--- src/rtl/memory_port_arbiter.sv ---
// Single-port memory arbiter between instruction fetch and load/store, with fixed wait states.
// Optional macro ARBITER_ROUND_ROBIN_EN: alternate priority under contention (default: data over fetch).
module memory_port_arbiter #(
  parameter int DATA_WIDTH    = 32,
  parameter int ADDRESS_WIDTH = 16,
  parameter int WAIT_STATES   = 2
) (
  input  logic                     clock,
  input  logic                     reset,
  input  logic                     fetch_request,
  input  logic [ADDRESS_WIDTH-1:0] fetch_address,
  output logic                     fetch_ready,
  output logic [DATA_WIDTH-1:0]    fetch_data,
  input  logic                     data_request,
  input  logic                     data_write,
  input  logic [ADDRESS_WIDTH-1:0] data_address,
  input  logic [DATA_WIDTH-1:0]    data_write_data,
  output logic                     data_ready,
  output logic [DATA_WIDTH-1:0]    data_read_data,
  output logic [ADDRESS_WIDTH-1:0] memory_address,
  output logic [DATA_WIDTH-1:0]    memory_write_data,
  output logic                     memory_write_enable,
  input  logic [DATA_WIDTH-1:0]    memory_read_data,
  output logic                     busy
);

  // state  | meaning
  // IDLE   | no access in flight; sample requests and grant one
  // ACCESS | latched address driven; wait counter running down
  // DONE   | one-cycle ready pulse to the granted side

  localparam int COUNT_WIDTH = (WAIT_STATES < 2) ? 1 : $clog2(WAIT_STATES + 1);

  typedef enum logic [1:0] {IDLE, ACCESS, DONE} state_t;

  state_t                 state;
  logic [COUNT_WIDTH-1:0] wait_count;
  logic                   grant_is_data;
  logic                   access_write;
  logic                   data_first;
  logic                   grant_data_now;

`ifdef ARBITER_ROUND_ROBIN_EN
  logic last_grant_data;
  assign data_first = !last_grant_data;
`else
  assign data_first = 1'b1;
`endif

  // A lone requester always wins; priority only matters when both are up.
  assign grant_data_now = data_request && (!fetch_request || data_first);

  always_ff @(posedge clock) begin
    if (!reset) begin
      state               <= IDLE;
      wait_count          <= '0;
      grant_is_data       <= 1'b0;
      access_write        <= 1'b0;
      fetch_ready         <= 1'b0;
      fetch_data          <= '0;
      data_ready          <= 1'b0;
      data_read_data      <= '0;
      memory_address      <= '0;
      memory_write_data   <= '0;
      memory_write_enable <= 1'b0;
      busy                <= 1'b0;
`ifdef ARBITER_ROUND_ROBIN_EN
      last_grant_data     <= 1'b0;
`endif
    end else begin
      fetch_ready         <= 1'b0;
      data_ready          <= 1'b0;
      memory_write_enable <= 1'b0;
      case (state)
        IDLE: begin
          if (fetch_request || data_request) begin
            state         <= ACCESS;
            busy          <= 1'b1;
            wait_count    <= COUNT_WIDTH'(WAIT_STATES);
            grant_is_data <= grant_data_now;
`ifdef ARBITER_ROUND_ROBIN_EN
            last_grant_data <= grant_data_now;
`endif
            if (grant_data_now) begin
              memory_address      <= data_address;
              memory_write_data   <= data_write_data;
              access_write        <= data_write;
              memory_write_enable <= data_write;
            end else begin
              memory_address <= fetch_address;
              access_write   <= 1'b0;
            end
          end
        end
        ACCESS: begin
          if (wait_count == '0) begin
            state <= DONE;
            if (grant_is_data) begin
              data_ready <= 1'b1;
              if (!access_write) data_read_data <= memory_read_data;
            end else begin
              fetch_ready <= 1'b1;
              fetch_data  <= memory_read_data;
            end
          end else begin
            wait_count <= wait_count - 1'b1;
          end
        end
        DONE: begin
          state <= IDLE;
          busy  <= 1'b0;
        end
        default: begin
          state <= IDLE;
          busy  <= 1'b0;
        end
      endcase
    end
  end

endmodule

--- config.mk ---
export PLATFORM = sky130hd
export DESIGN_NAME = memory_port_arbiter
export DESIGN_NICKNAME = d
export VERILOG_FILES = /design/src/rtl/memory_port_arbiter.sv
export SDC_FILE = /design/constraint.sdc
export NUM_CORES = 1
export LEC_CHECK = 0
export CAP_MARGIN = 20
export CELL_PAD_IN_SITES_DETAIL_PLACEMENT = 0
export CELL_PAD_IN_SITES_GLOBAL_PLACEMENT = 1
export CORE_ASPECT_RATIO = 1.5
export CORE_MARGIN = 10
export CORE_UTILIZATION = 33
export DETAILED_ROUTE_END_ITERATION = 7
export GPL_ROUTABILITY_DRIVEN = 0
export PLACE_DENSITY = 0.93
export SLEW_MARGIN = 25
export SYNTH_ARGS = -nofsm -noshare
export SYNTH_HDL_FRONTEND = slang
export SYNTH_SLANG_ARGS = --single-unit
--- constraint.sdc ---
create_clock -name clock -period 1.95 [get_ports clock]
set_input_delay 0.4875 -clock clock [delete_from_list [all_inputs] [get_ports clock]]
set_output_delay 0.4875 -clock clock [all_outputs]
set_load 0.1 [all_outputs]
==> report_table.html, run 1 <==
<table>
<tr><th>Metric</th><th>Value</th></tr>
<tr><th colspan="2">Power</th></tr>
<tr><td>Net switching fraction of the power</td><td>34.4%</td></tr>
<tr><td>Net Switching</td><td>0.00310 W</td></tr>
<tr><td>Relative contribution of the clock network to total power</td><td>37.3%</td></tr>
<tr><td>Seq pwr share</td><td>31.9%</td></tr>
<tr><td>Power density over cell area</td><td>1010 nW/um^2</td></tr>
<tr><td>Combinational Power Share</td><td>30.8%</td></tr>
<tr><td>Leakage power figure</td><td>3.46 nW</td></tr>
<tr><td>Internal cell power</td><td>0.00592 W</td></tr>
<tr><td>Worst-case vdd ir drop</td><td>0.555 mV</td></tr>
<tr><th colspan="2">Synthesis</th></tr>
<tr><td>Post-synth EDFFs</td><td>0</td></tr>
<tr><td>Cell accounting for the most synthesized area</td><td>sky130_fd_sc_hd__dfxtp_1</td></tr>
<tr><td>Post-synthesis cell type count</td><td>33</td></tr>
<tr><td>Post-synthesis cell area</td><td>4840 sq um</td></tr>
<tr><td>Top FF cell, synth</td><td>sky130_fd_sc_hd__dfxtp_1</td></tr>
<tr><td>Async SR Flop Fraction</td><td>0%</td></tr>
<tr><td>Syn Inst Count</td><td>498</td></tr>
<tr><td>Area contributors post-synth</td><td>sky130_fd_sc_hd__dfxtp_1 (50%), sky130_fd_sc_hd__mux2i_1 (17%), sky130_fd_sc_hd__nand2_1 (10%)</td></tr>
<tr><td>Yosys warning count</td><td>0</td></tr>
<tr><td>Synth top area share</td><td>50.5%</td></tr>
<tr><td>Mean cell area of the mapped netlist</td><td>9.72 sq um</td></tr>
<tr><td>Net count after synthesis</td><td>601</td></tr>
<tr><td>Share of synthesized area occupied by flip-flops and latches</td><td>50.5%</td></tr>
<tr><td>Register bit count reported by yosys</td><td>122</td></tr>
<tr><td>Cell types with the highest counts after synthesis</td><td>sky130_fd_sc_hd__nand2_1 (130), sky130_fd_sc_hd__dfxtp_1 (122), sky130_fd_sc_hd__mux2i_1 (80)</td></tr>
<tr><td>Dominant cell by count in the synthesized netlist</td><td>sky130_fd_sc_hd__nand2_1</td></tr>
<tr><th colspan="2">STA</th></tr>
<tr><td>Total negative setup slack</td><td>0 ns</td></tr>
<tr><td>Remaining max-slew budget at the tightest pin</td><td>63.5%</td></tr>
<tr><td>Setup repair after global routing missed its margin</td><td>false</td></tr>
<tr><td>Slew at the pin closest to its max-slew limit</td><td>0.547 ns</td></tr>
<tr><td>Worst Skew</td><td>0.00745 ns</td></tr>
<tr><td>Minimum clock period after layout</td><td>1.62 ns</td></tr>
<tr><td>Fraction of the cycle the final worst path needs</td><td>82.8%</td></tr>
<tr><td>Max-slew violation total from the final report</td><td>0</td></tr>
<tr><td>Fmax</td><td>619 MHz</td></tr>
<tr><td>Final hold vios</td><td>0</td></tr>
<tr><td>Final setup violation count</td><td>0</td></tr>
<tr><th colspan="2">Worst hold path</th></tr>
<tr><td>Cell depth of the worst min-delay path</td><td>2</td></tr>
<tr><td>Worst min-delay path category</td><td>register to register</td></tr>
<tr><th colspan="2">Worst setup path</th></tr>
<tr><td>Nature of the critical path startpoint</td><td>primary input</td></tr>
<tr><td>Timing endpoint of the critical path</td><td>memory_write_data[16]</td></tr>
<tr><td>CP max stage cell</td><td>sky130_fd_sc_hd__clkdlybuf4s50_1</td></tr>
<tr><td>Max Fanout on Critical Path</td><td>33</td></tr>
<tr><td>Worst Setup Path Type</td><td>primary input to register</td></tr>
<tr><td>CP Data Required Time</td><td>2.23 ns</td></tr>
<tr><td>CP bufs+invs</td><td>2</td></tr>
<tr><td>RR Endpoint</td><td>data_read_data[10]</td></tr>
<tr><td>Kind of end point of the critical path</td><td>register</td></tr>
<tr><td>Logic depth of the worst path, buffers included</td><td>5</td></tr>
<tr><td>Crit. Startpoint</td><td>data_request</td></tr>
<tr><td>CP top delay family</td><td>buffers and inverters</td></tr>
<tr><td>Cell chain of the critical path</td><td>clkdlybuf4s50_1 -&gt; nor3b_4 -&gt; buf_12 -&gt; mux2i_1 -&gt; nor2_1</td></tr>
<tr><td>Largest stage delay on the critical path</td><td>0.54 ns</td></tr>
<tr><td>Launch point of the worst reg-to-reg path</td><td>state[0]</td></tr>
<tr><td>Length in cells of the worst reg-to-reg path</td><td>4</td></tr>
<tr><td>Crit path DAT</td><td>1.90 ns</td></tr>
<tr><td>Register-to-Register Setup Slack</td><td>0.38 ns</td></tr>
<tr><th colspan="2">Run status</th></tr>
<tr><td>Result of the run</td><td>complete, no violations</td></tr>
<tr><th colspan="2">CTS</th></tr>
<tr><td>Post-CTS setup-driven buffer insertion count</td><td>0</td></tr>
<tr><td>CTS Hold Buffers Added</td><td>0</td></tr>
<tr><td>CTS tree</td><td>done</td></tr>
<tr><td>H-tree depth</td><td>4</td></tr>
<tr><td>Worst-case clock buffer depth</td><td>2</td></tr>
<tr><td>Clock tree root driver cell</td><td>sky130_fd_sc_hd__clkbuf_16</td></tr>
<tr><td>Total CTS buffers</td><td>17</td></tr>
<tr><td>Number of gates resized after cts</td><td>0</td></tr>
<tr><td>Worst-Skew Late Latency</td><td>0.41 ns</td></tr>
<tr><td>TritonCTS Sinks</td><td>122</td></tr>
<tr><td>Clock Pin Slew Worst Setup and Hold Paths</td><td>0.05 ns</td></tr>
<tr><th colspan="2">Global routing</th></tr>
<tr><td>Total global-route track usage</td><td>16.0%</td></tr>
<tr><td>Via count of the first global-routing pass</td><td>4717</td></tr>
<tr><td>Initial antenna violation count</td><td>0</td></tr>
<tr><td>Global-route wire length before repair</td><td>25.7 mm</td></tr>
<tr><td>Total global routing overflow</td><td>0</td></tr>
<tr><td>Maximum number of pins on one net before global-route repair</td><td>48</td></tr>
<tr><th colspan="2">Layout</th></tr>
<tr><td>Area of the multi-input gates</td><td>2100 sq um</td></tr>
<tr><td>Antenna cells</td><td>0</td></tr>
<tr><td>Synthesis-to-finish area growth</td><td>84.6%</td></tr>
<tr><td>Number of fillers in the final layout</td><td>1176</td></tr>
<tr><td>Utilization of the core after routing</td><td>61.8%</td></tr>
<tr><td>Storage cell area</td><td>2440 sq um</td></tr>
<tr><td>Layout cells sized above 1</td><td>26.4%</td></tr>
<tr><td>Final cell area excluding filler cells</td><td>8930 sq um</td></tr>
<tr><td>Final layout net count</td><td>810</td></tr>
<tr><th colspan="2">Floorplanning</th></tr>
<tr><td>Count of boundary I/O pins</td><td>217</td></tr>
<tr><td>Overall die height</td><td>168 um</td></tr>
<tr><td>Starting density of the core</td><td>33.5%</td></tr>
<tr><td>Floorplan Core Area</td><td>14500 sq um</td></tr>
<tr><td>Die outline area</td><td>20000 sq um</td></tr>
<tr><td>Cell row count</td><td>54</td></tr>
<tr><td>Die Wd</td><td>119 um</td></tr>
<tr><th colspan="2">Routing</th></tr>
<tr><td>Wire length per cell after detailed routing</td><td>17.6 um</td></tr>
<tr><td>Remaining antenna violation count after routing</td><td>0</td></tr>
<tr><td>DRC violation count after routing</td><td>0</td></tr>
<tr><td>TritonRoute pass-1 iters</td><td>5</td></tr>
<tr><td>Via count</td><td>4311</td></tr>
<tr><td>Post-DR vias/cell</td><td>4.71</td></tr>
<tr><td>Post-Route WL</td><td>16.1 mm</td></tr>
<tr><td>Initial drt markers</td><td>214</td></tr>
<tr><th colspan="2">Flow run</th></tr>
<tr><td>Number of max-capacitance violations reported</td><td>0</td></tr>
<tr><th colspan="2">Placed design</th></tr>
<tr><td>Total placed instance area</td><td>8300 sq um</td></tr>
<tr><td>Port buffer count</td><td>216</td></tr>
<tr><td>Detailed placer's ending HPWL</td><td>12.5 mm</td></tr>
</table>
-- metrics by stage --
step,worst slack (ns),power [W],std cells,hold WS [ns]
2_1_floorplan,0.485,0.00459,498,0.435
5_1_grt,0.245,0.00930,915,0.510
4_1_cts,0.341,0.00910,915,0.477
3_5_place_dp,-0.0791,0.00572,884,0.468
3_3_place_gp,-0.0158,0.00567,884,0.443
6_report,0.335,0.00902,915,0.480
-- sequential cells by signal, indices dropped and copies added, names as in the netlist, 2 cells and up --
register / count
memory_write_data: 32
wait_count: 2
data_read_data: 32
state: 2
fetch_data: 32
memory_address: 16
-- per-layer routing --
metal / global-route usage, % / up-vias / share of wire [%]
met5: 0 / - / 0
met4: 6.87 / 0 / 2.3
met3: 4.52 / 24 / 5.5
met2: 30.4 / 143 / 56
met1: 15.6 / 2055 / 36
li1: - / 2089 / -
-- how the worst min path moves through the flow --
stage	slack [ns]	endpoint	from
floorplan	0.44	wait_count[0]	wait_count[0]
global placement	0.44	wait_count[0]	wait_count[0]
detailed placement	0.47	wait_count[0]	wait_count[0]
CTS	0.48	wait_count[0]	wait_count[0]
global route	0.51	fetch_data[22]	fetch_data[22]
finish	0.48	wait_count[0]	wait_count[0]
-- worst reg2reg max path, delay by kind of cell, from the launching register on --
family | cells | cell delay (ns)
flip-flops | 1 | 0.66
AND/OR/NAND/NOR | 2 | 0.33
multiplexers | 1 | 0.28
buffers and inverters | 1 | 0.24
-- power groups by stage --
stage,Sequential (W),Combinational [W],Clock (W)
floorplan,0.00399,0.000597,0
global placement,0.00292,0.00275,0
detailed placement,0.00293,0.00279,0
CTS,0.00288,0.00280,0.00342
global route,0.00290,0.00288,0.00352
finish,0.00288,0.00277,0.00336
-- cell usage in the layout (no fill, tap or decap), types with 4 or more instances in the layout --
cell | netlist | final
sky130_fd_sc_hd__clkbuf_16 | 0 | 17
sky130_fd_sc_hd__nand2_1 | 130 | 130
sky130_fd_sc_hd__clkdlybuf4s50_1 | 0 | 99
sky130_fd_sc_hd__a211oi_1 | 6 | 6
sky130_fd_sc_hd__nor2_1 | 36 | 36
sky130_fd_sc_hd__a211oi_2 | 10 | 10
sky130_fd_sc_hd__buf_4 | 5 | 8
sky130_fd_sc_hd__buf_12 | 3 | 122
sky130_fd_sc_hd__clkinv_4 | 0 | 4
sky130_fd_sc_hd__bufinv_16 | 0 | 4
sky130_fd_sc_hd__mux2i_1 | 80 | 80
sky130_fd_sc_hd__a21oi_2 | 10 | 10
sky130_fd_sc_hd__dfxtp_1 | 122 | 122
sky130_fd_sc_hd__a21oi_1 | 40 | 40
-- layout make-up --
| type | count | area share [%] |
|---|---|---|
| timing repair buffer | 230 | 39.2 |
| sequential | 122 | 27.3 |
| multi-input combinational | 333 | 23.6 |
| clock buffer | 18 | 4.92 |
| tap | 196 | 2.75 |
| clock inverter | 13 | 2.16 |
| inverter | 3 | 0.126 |
-- cells by family after synthesis --
family          count (synthesis)  share of synthesized area (%)
mux                            80                           16.6
flops                         122                           50.5
simple gates                  179                           15.9
fa+ha+maj                       2                          0.517
buf+inv                        43                           6.15
compound gates                 72                           10.4
No activity file was read; power rests on OpenSTA's default activity.
==> inputs of run 2 (changes only) <==
- CORE_UTILIZATION: 33 -> 30
- PLACE_DENSITY: 0.93 -> 0.86
- clock period: 1.95 -> 1.7 ns (I/O delays scaled with it)
==> run 2 against run 1 <==
Net effect:
- flip-flop and latch count unchanged
- core utilization decreased by 4.6 points
- design area increased by 0.90%
- power increased by 17%
- sequential share of layout area decreased by 0.24 points
- clock-buffer cell count increased by 1
- final cell count increased by 1.4%
- critical path type unchanged
- largest power group unchanged
==> report_table.html, run 2 (synthesis gave the netlist of run 1 again) <==
<table>
<tr><th>Metric</th><th>Value</th></tr>
<tr><th colspan="2">Placed design</th></tr>
<tr><td>Total placed instance area</td><td>8350 sq um</td></tr>
<tr><td>Post-place setup slack</td><td>-0.182 ns</td></tr>
<tr><td>Detailed placer's ending HPWL</td><td>12.7 mm</td></tr>
<tr><td>Port buffer count</td><td>216</td></tr>
<tr><th colspan="2">CTS</th></tr>
<tr><td>Total CTS buffers</td><td>17</td></tr>
<tr><td>CTS Hold Buffers Added</td><td>0</td></tr>
<tr><td>Worst-case clock buffer depth</td><td>2</td></tr>
<tr><td>CTS tree</td><td>done</td></tr>
<tr><td>H-tree depth</td><td>4</td></tr>
<tr><td>Number of gates resized after cts</td><td>0</td></tr>
<tr><td>Post-CTS setup-driven buffer insertion count</td><td>0</td></tr>
<tr><td>Clock tree root driver cell</td><td>sky130_fd_sc_hd__clkbuf_16</td></tr>
<tr><td>TritonCTS Sinks</td><td>122</td></tr>
<tr><td>Clock Pin Slew Worst Setup and Hold Paths</td><td>0.06 ns</td></tr>
<tr><td>Worst-Skew Late Latency</td><td>0.41 ns</td></tr>
<tr><th colspan="2">Run status</th></tr>
<tr><td>Result of the run</td><td>complete, no violations</td></tr>
<tr><th colspan="2">Worst hold path</th></tr>
<tr><td>Startpoint of the lowest-slack hold path</td><td>reset</td></tr>
<tr><td>Worst min-delay path category</td><td>primary input to register</td></tr>
<tr><td>Cell depth of the worst min-delay path</td><td>3</td></tr>
<tr><td>Min-Delay Endpoint</td><td>data_read_data[31]</td></tr>
<tr><th colspan="2">Global routing</th></tr>
<tr><td>Via count of the first global-routing pass</td><td>4607</td></tr>
<tr><td>Global-route wire length before repair</td><td>25.7 mm</td></tr>
<tr><td>GR Util met3</td><td>5.78%</td></tr>
<tr><td>Met2 Resource Use GR</td><td>27.1%</td></tr>
<tr><td>Total global-route track usage</td><td>15.0%</td></tr>
<tr><td>Met1 usage in global routing</td><td>15.3%</td></tr>
<tr><td>Total global routing overflow</td><td>0</td></tr>
<tr><td>Initial antenna violation count</td><td>0</td></tr>
<tr><td>Global route hottest layer</td><td>met2</td></tr>
<tr><td>Maximum number of pins on one net before global-route repair</td><td>48</td></tr>
<tr><th colspan="2">STA</th></tr>
<tr><td>Fraction of the cycle the final worst path needs</td><td>87.2%</td></tr>
<tr><td>Final hold vios</td><td>0</td></tr>
<tr><td>Slew at the pin closest to its max-slew limit</td><td>0.396 ns</td></tr>
<tr><td>Final setup violation count</td><td>0</td></tr>
<tr><td>Worst Skew</td><td>0.00896 ns</td></tr>
<tr><td>Remaining max-slew budget at the tightest pin</td><td>73.6%</td></tr>
<tr><td>Minimum clock period after layout</td><td>1.48 ns</td></tr>
<tr><td>Max-slew violation total from the final report</td><td>0</td></tr>
<tr><td>Final critical-path setup slack</td><td>0.217 ns</td></tr>
<tr><td>Fmax</td><td>674 MHz</td></tr>
<tr><td>Setup repair after global routing missed its margin</td><td>false</td></tr>
<tr><th colspan="2">Worst setup path</th></tr>
<tr><td>Register-to-Register Setup Slack</td><td>0.24 ns</td></tr>
<tr><td>CP max stage cell</td><td>sky130_fd_sc_hd__clkdlybuf4s50_1</td></tr>
<tr><td>Worst path most repeated cell</td><td>sky130_fd_sc_hd__buf_4</td></tr>
<tr><td>Crit path DAT</td><td>1.75 ns</td></tr>
<tr><td>CP Data Required Time</td><td>1.97 ns</td></tr>
<tr><td>Length in cells of the worst reg-to-reg path</td><td>6</td></tr>
<tr><td>Nature of the critical path startpoint</td><td>primary input</td></tr>
<tr><td>Largest stage delay on the critical path</td><td>0.45 ns</td></tr>
<tr><td>CP bufs+invs</td><td>3</td></tr>
<tr><td>RR Endpoint</td><td>fetch_data[29]</td></tr>
<tr><td>Kind of end point of the critical path</td><td>register</td></tr>
<tr><td>CP top delay family</td><td>buffers and inverters</td></tr>
<tr><td>Cell chain of the critical path</td><td>clkdlybuf4s50_1 -&gt; buf_4 -&gt; or2_1 -&gt; buf_4 -&gt; a21oi_1 -&gt; a221oi_1</td></tr>
<tr><td>Logic depth of the worst path, buffers included</td><td>6</td></tr>
<tr><td>Max Fanout on Critical Path</td><td>4</td></tr>
<tr><td>Launch point of the worst reg-to-reg path</td><td>wait_count[0]</td></tr>
<tr><td>Worst Setup Path Type</td><td>primary input to register</td></tr>
<tr><th colspan="2">Routing</th></tr>
<tr><td>Initial drt markers</td><td>199</td></tr>
<tr><td>DRC violation count after routing</td><td>0</td></tr>
<tr><td>Wire length per cell after detailed routing</td><td>17.3 um</td></tr>
<tr><td>Post-DR vias/cell</td><td>4.60</td></tr>
<tr><td>Remaining antenna violation count after routing</td><td>0</td></tr>
<tr><td>TritonRoute pass-1 iters</td><td>4</td></tr>
<tr><td>Post-Route WL</td><td>16.1 mm</td></tr>
<tr><td>Via count</td><td>4268</td></tr>
<tr><th colspan="2">Layout</th></tr>
<tr><td>Most common library cell in the layout ignoring fill and taps</td><td>sky130_fd_sc_hd__nand2_1</td></tr>
<tr><td>Top library cells by usage in the layout, fill and taps aside</td><td>sky130_fd_sc_hd__nand2_1 (130), sky130_fd_sc_hd__dfxtp_1 (122), sky130_fd_sc_hd__buf_12 (122), sky130_fd_sc_hd__clkdlybuf4s50_1 (99), sky130_fd_sc_hd__mux2i_1 (80)</td></tr>
<tr><td>Final layout net count</td><td>815</td></tr>
<tr><td>Antenna cells</td><td>0</td></tr>
<tr><td>Biggest regs</td><td>data_read_data (32), fetch_data (32), memory_write_data (32)</td></tr>
<tr><td>Synthesis-to-finish area growth</td><td>86.3%</td></tr>
<tr><td>Storage cell area</td><td>2440 sq um</td></tr>
<tr><td>Layout cells sized above 1</td><td>27.0%</td></tr>
<tr><td>Area of the multi-input gates</td><td>2100 sq um</td></tr>
<tr><td>Final cell area excluding filler cells</td><td>9010 sq um</td></tr>
<tr><td>Number of fillers in the final layout</td><td>1321</td></tr>
<tr><th colspan="2">Power</th></tr>
<tr><td>Relative contribution of the clock network to total power</td><td>38.5%</td></tr>
<tr><td>Net switching fraction of the power</td><td>33.7%</td></tr>
<tr><td>Net Switching</td><td>0.00355 W</td></tr>
<tr><td>Internal cell power</td><td>0.00700 W</td></tr>
<tr><td>Power density over cell area</td><td>1170 nW/um^2</td></tr>
<tr><td>Worst-case vdd ir drop</td><td>0.564 mV</td></tr>
<tr><td>Combinational Power Share</td><td>30.3%</td></tr>
<tr><td>Leakage power figure</td><td>3.49 nW</td></tr>
<tr><td>Seq pwr share</td><td>31.2%</td></tr>
<tr><th colspan="2">Floorplanning</th></tr>
<tr><td>Floorplan Core Area</td><td>15800 sq um</td></tr>
<tr><td>Starting density of the core</td><td>30.7%</td></tr>
<tr><td>Die Wd</td><td>124 um</td></tr>
<tr><td>Overall die height</td><td>176 um</td></tr>
<tr><td>Count of boundary I/O pins</td><td>217</td></tr>
<tr><td>Cell row count</td><td>56</td></tr>
<tr><td>Die outline area</td><td>21700 sq um</td></tr>
<tr><th colspan="2">Flow run</th></tr>
<tr><td>Number of max-capacitance violations reported</td><td>0</td></tr>
</table>
==> run 2: cell count changes in the layout (fill, tap and decap cells not counted) <==
cell / before / now
sky130_fd_sc_hd__clkinv_4: 4 / 1
sky130_fd_sc_hd__inv_6: 2 / 3
sky130_fd_sc_hd__buf_4: 8 / 13
sky130_fd_sc_hd__bufinv_16: 4 / 5
sky130_fd_sc_hd__clkinvlp_4: 2 / 3
sky130_fd_sc_hd__clkbuf_8: 1 / 2
==> run 2: how the worst max path moves through the flow <==
| stage | start | to |
|---|---|---|
| finish | data_request | wait_count[1] |
| global route | wait_count[0] | data_read_data[9] |
| CTS | wait_count[0] | data_read_data[9] |
| detailed placement | data_request | memory_write_data[10] |
| global placement | data_request | memory_write_data[22] |
| floorplan | data_request | memory_address[10] |
==> run 2: power by group through the flow <==
stage               combinational [W]  sequential, W  clock (W)
floorplan                    0.000685        0.00458          0
global placement              0.00317        0.00335          0
detailed placement            0.00322        0.00336          0
CTS                           0.00323        0.00330    0.00416
global route                  0.00333        0.00332    0.00429
finish                        0.00319        0.00330    0.00406
==> run 2: through the flow <==
stage	hold slack [ns]	instances	power (W)	setup TNS [ns]	utilization [%]
floorplan	0.435	498	0.00527	0	-
global placement	0.445	896	0.00652	-5.43	53.0
detailed placement	0.453	896	0.00658	-7.18	53.0
CTS	0.318	928	0.0107	0	57.2
global route	0.330	928	0.0109	0	57.2
finish	0.340	928	0.0105	0	57.2
==> run 2: final cells by class <==
class	count	share of cell area [%]
flip-flops and latches	122	27.1
well taps	203	2.82
clock inverters	13	2.36
multi-input cells	333	23.3
clock buffers	19	5.02
inverters	3	0.125
repair buffers	235	39.2
==> run 2: tightest hold or removal path: cells and delay by family <==
kind                   cells  cell delay [ns]
buffers and inverters      1             0.14
multiplexers               1             0.05
AND/OR/NAND/NOR            1             0.07
==> run 2: routing by layer <==
metal	share of wire [%]	wire, um	vias to the layer above
met1	36	5790	2021
met5	0	0	-
met3	8.4	1350	11
li1	-	-	2095
met4	1.3	208	0
met2	54	8740	141
==> inputs of run 3 (changes only) <==
- CORE_ASPECT_RATIO: 1.5 -> not set
==> run 3 against run 2 <==
Net effect:
- design area shrank 0.82%
- clock skew is essentially flat
- highest routed layer unchanged
- routed wire length is 1.7% lower
- non-clock buffer count is 1 lower
- critical endpoint is now memory_write_data[28]
- largest power group unchanged
- setup slack worse by 0.014 ns
- global-route usage shrank 0.37 points
- clock-buffer cell count unchanged
- clock power shrank 15%
- die area down 0.48%
- flip-flop and latch count is the same
==> report_table.html, run 3 (synthesis gave the netlist of run 1 again) <==
<table>
<tr><th>Metric</th><th>Value</th></tr>
<tr><th colspan="2">STA</th></tr>
<tr><td>Final setup violation count</td><td>0</td></tr>
<tr><td>Worst Skew</td><td>0.00862 ns</td></tr>
<tr><td>Remaining max-slew budget at the tightest pin</td><td>74.2%</td></tr>
<tr><td>Final critical-path setup slack</td><td>0.203 ns</td></tr>
<tr><td>Setup repair after global routing missed its margin</td><td>false</td></tr>
<tr><td>Fraction of the cycle the final worst path needs</td><td>88.1%</td></tr>
<tr><td>Minimum clock period after layout</td><td>1.50 ns</td></tr>
<tr><td>Final hold vios</td><td>0</td></tr>
<tr><td>Slew at the pin closest to its max-slew limit</td><td>0.386 ns</td></tr>
<tr><td>Max-slew violation total from the final report</td><td>0</td></tr>
<tr><td>Total negative setup slack</td><td>0 ns</td></tr>
<tr><td>Fmax</td><td>668 MHz</td></tr>
<tr><th colspan="2">CTS</th></tr>
<tr><td>CTS Hold Buffers Added</td><td>0</td></tr>
<tr><td>H-tree depth</td><td>4</td></tr>
<tr><td>Number of gates resized after cts</td><td>0</td></tr>
<tr><td>Total CTS buffers</td><td>17</td></tr>
<tr><td>TritonCTS Sinks</td><td>122</td></tr>
<tr><td>Post-CTS setup-driven buffer insertion count</td><td>0</td></tr>
<tr><td>Worst-case clock buffer depth</td><td>2</td></tr>
<tr><td>CTS tree</td><td>done</td></tr>
<tr><td>Clock Pin Slew Worst Setup and Hold Paths</td><td>0.06 ns</td></tr>
<tr><td>Worst-Skew Late Latency</td><td>0.41 ns</td></tr>
<tr><td>Clock tree root driver cell</td><td>sky130_fd_sc_hd__clkbuf_16</td></tr>
<tr><th colspan="2">Worst setup path</th></tr>
<tr><td>Max Fanout on Critical Path</td><td>24</td></tr>
<tr><td>Kind of end point of the critical path</td><td>register</td></tr>
<tr><td>Largest stage delay on the critical path</td><td>0.54 ns</td></tr>
<tr><td>CP max stage cell</td><td>sky130_fd_sc_hd__clkdlybuf4s50_1</td></tr>
<tr><td>Nature of the critical path startpoint</td><td>primary input</td></tr>
<tr><td>Cell chain of the critical path</td><td>clkdlybuf4s50_1 -&gt; nor3b_4 -&gt; buf_12 -&gt; mux2i_1 -&gt; nor2_1</td></tr>
<tr><td>CP Data Required Time</td><td>1.99 ns</td></tr>
<tr><td>Crit path DAT</td><td>1.79 ns</td></tr>
<tr><td>Worst Setup Path Type</td><td>primary input to register</td></tr>
<tr><th colspan="2">Run status</th></tr>
<tr><td>Result of the run</td><td>complete, no violations</td></tr>
<tr><th colspan="2">Layout</th></tr>
<tr><td>Storage cell area</td><td>2440 sq um</td></tr>
<tr><td>Utilization of the core after routing</td><td>56.5%</td></tr>
<tr><td>Most common library cell in the layout ignoring fill and taps</td><td>sky130_fd_sc_hd__nand2_1</td></tr>
<tr><td>Layout cells sized above 1</td><td>26.7%</td></tr>
<tr><td>Area of the multi-input gates</td><td>2100 sq um</td></tr>
<tr><td>Top library cells by usage in the layout, fill and taps aside</td><td>sky130_fd_sc_hd__nand2_1 (130), sky130_fd_sc_hd__buf_12 (123), sky130_fd_sc_hd__dfxtp_1 (122), sky130_fd_sc_hd__clkdlybuf4s50_1 (99), sky130_fd_sc_hd__mux2i_1 (80)</td></tr>
<tr><td>Synthesis-to-finish area growth</td><td>84.8%</td></tr>
<tr><td>Biggest regs</td><td>data_read_data (32), fetch_data (32), memory_write_data (32)</td></tr>
<tr><td>Final layout net count</td><td>814</td></tr>
<tr><td>Number of fillers in the final layout</td><td>1267</td></tr>
<tr><td>Final cell count without fillers</td><td>940</td></tr>
<tr><th colspan="2">Global routing</th></tr>
<tr><td>Maximum number of pins on one net before global-route repair</td><td>70</td></tr>
<tr><td>Initial antenna violation count</td><td>1</td></tr>
<tr><td>Total global-route track usage</td><td>14.6%</td></tr>
<tr><td>Total global routing overflow</td><td>0</td></tr>
<tr><td>Via count of the first global-routing pass</td><td>4540</td></tr>
<tr><td>Global-route wire length before repair</td><td>25.2 mm</td></tr>
<tr><th colspan="2">Floorplanning</th></tr>
<tr><td>Starting density of the core</td><td>30.6%</td></tr>
<tr><td>Overall die height</td><td>147 um</td></tr>
<tr><td>Die outline area</td><td>21600 sq um</td></tr>
<tr><td>Floorplan Core Area</td><td>15800 sq um</td></tr>
<tr><td>Count of boundary I/O pins</td><td>217</td></tr>
<tr><td>Die Wd</td><td>147 um</td></tr>
<tr><td>Cell row count</td><td>46</td></tr>
<tr><th colspan="2">Power</th></tr>
<tr><td>Worst-case vdd ir drop</td><td>0.610 mV</td></tr>
<tr><td>Power density over cell area</td><td>1110 nW/um^2</td></tr>
<tr><td>Total chip power</td><td>0.00995 W</td></tr>
<tr><td>Leakage power figure</td><td>3.45 nW</td></tr>
<tr><th colspan="2">Worst hold path</th></tr>
<tr><td>Worst min-delay path category</td><td>primary input to register</td></tr>
<tr><th colspan="2">Placed design</th></tr>
<tr><td>Port buffer count</td><td>216</td></tr>
<tr><td>Post-place setup slack</td><td>-0.208 ns</td></tr>
<tr><td>Number of placed instances, taps included</td><td>908</td></tr>
<tr><td>Detailed placer's ending HPWL</td><td>12.3 mm</td></tr>
<tr><th colspan="2">Routing</th></tr>
<tr><td>Remaining antenna violation count after routing</td><td>0</td></tr>
<tr><td>Via count</td><td>4243</td></tr>
<tr><td>Post-DR vias/cell</td><td>4.51</td></tr>
<tr><td>Initial drt markers</td><td>162</td></tr>
<tr><td>Post-Route WL</td><td>15.8 mm</td></tr>
<tr><td>Wire length per cell after detailed routing</td><td>16.8 um</td></tr>
<tr><td>TritonRoute pass-1 iters</td><td>4</td></tr>
<tr><td>DRC violation count after routing</td><td>0</td></tr>
<tr><th colspan="2">Flow run</th></tr>
<tr><td>Number of max-capacitance violations reported</td><td>0</td></tr>
</table>
[run 3: cell count changes in the layout (fill, tap and decap cells not counted), sizes merged]
| cell | change |
|---|---|
| clkinv | +4 |
| inv | -2 |
| diode | +1 |
| buf | -1 |
| bufinv | -3 |
[run 3: routing by layer]
metal  vias to the layer above  GRT usage, %  routed length, um
li1                       2087             -                  -
met1                      1996          16.3               6340
met2                       142          24.0               7760
met3                        18          7.13               1470
met4                         0          4.81                250
met5                         -             0                  0
[run 3: worst paths after layout]
check	start	endpoint	slack (ns)	cells past startpoint
max	data_request	memory_write_data[28]	0.20	5
min reg2reg	wait_count[0]	wait_count[0]	0.46	2
max reg2reg	wait_count[0]	data_read_data[24]	0.21	6
min	reset	memory_write_data[24]	0.42	3
[run 3: worst max-delay path: cells and delay by family]
kind	cells	cell delay (ns)
and+or+nand+nor	2	0.34
buffers and inverters	2	0.78
muxes	1	0.23
[run 3: through the flow]
stage	cell area (sq um)	hold slack [ns]
detailed placement	8370	0.449
CTS	8940	0.408
finish	8940	0.419
global placement	8370	0.446
global route	8940	0.438
floorplan	4840	0.435
[run 3: power breakdown]
part	internal, W	leakage, nW	switching (W)	total (W)
Combinational	0.00124	2.18	0.00196	0.00321
Sequential	0.00307	0.997	0.000226	0.00329
Clock	0.00218	0.275	0.00127	0.00345
[run 3: layout make-up]
class	instances	share of cell area, %
Tap cell	216	3.02
Clock buffer	19	4.95
Antenna cell	1	0.0280
Multi-Input combinational cell	333	23.5
Clock inverter	12	1.40
Inverter	3	0.126
Sequential cell	122	27.3
Timing Repair Buffer	234	39.6
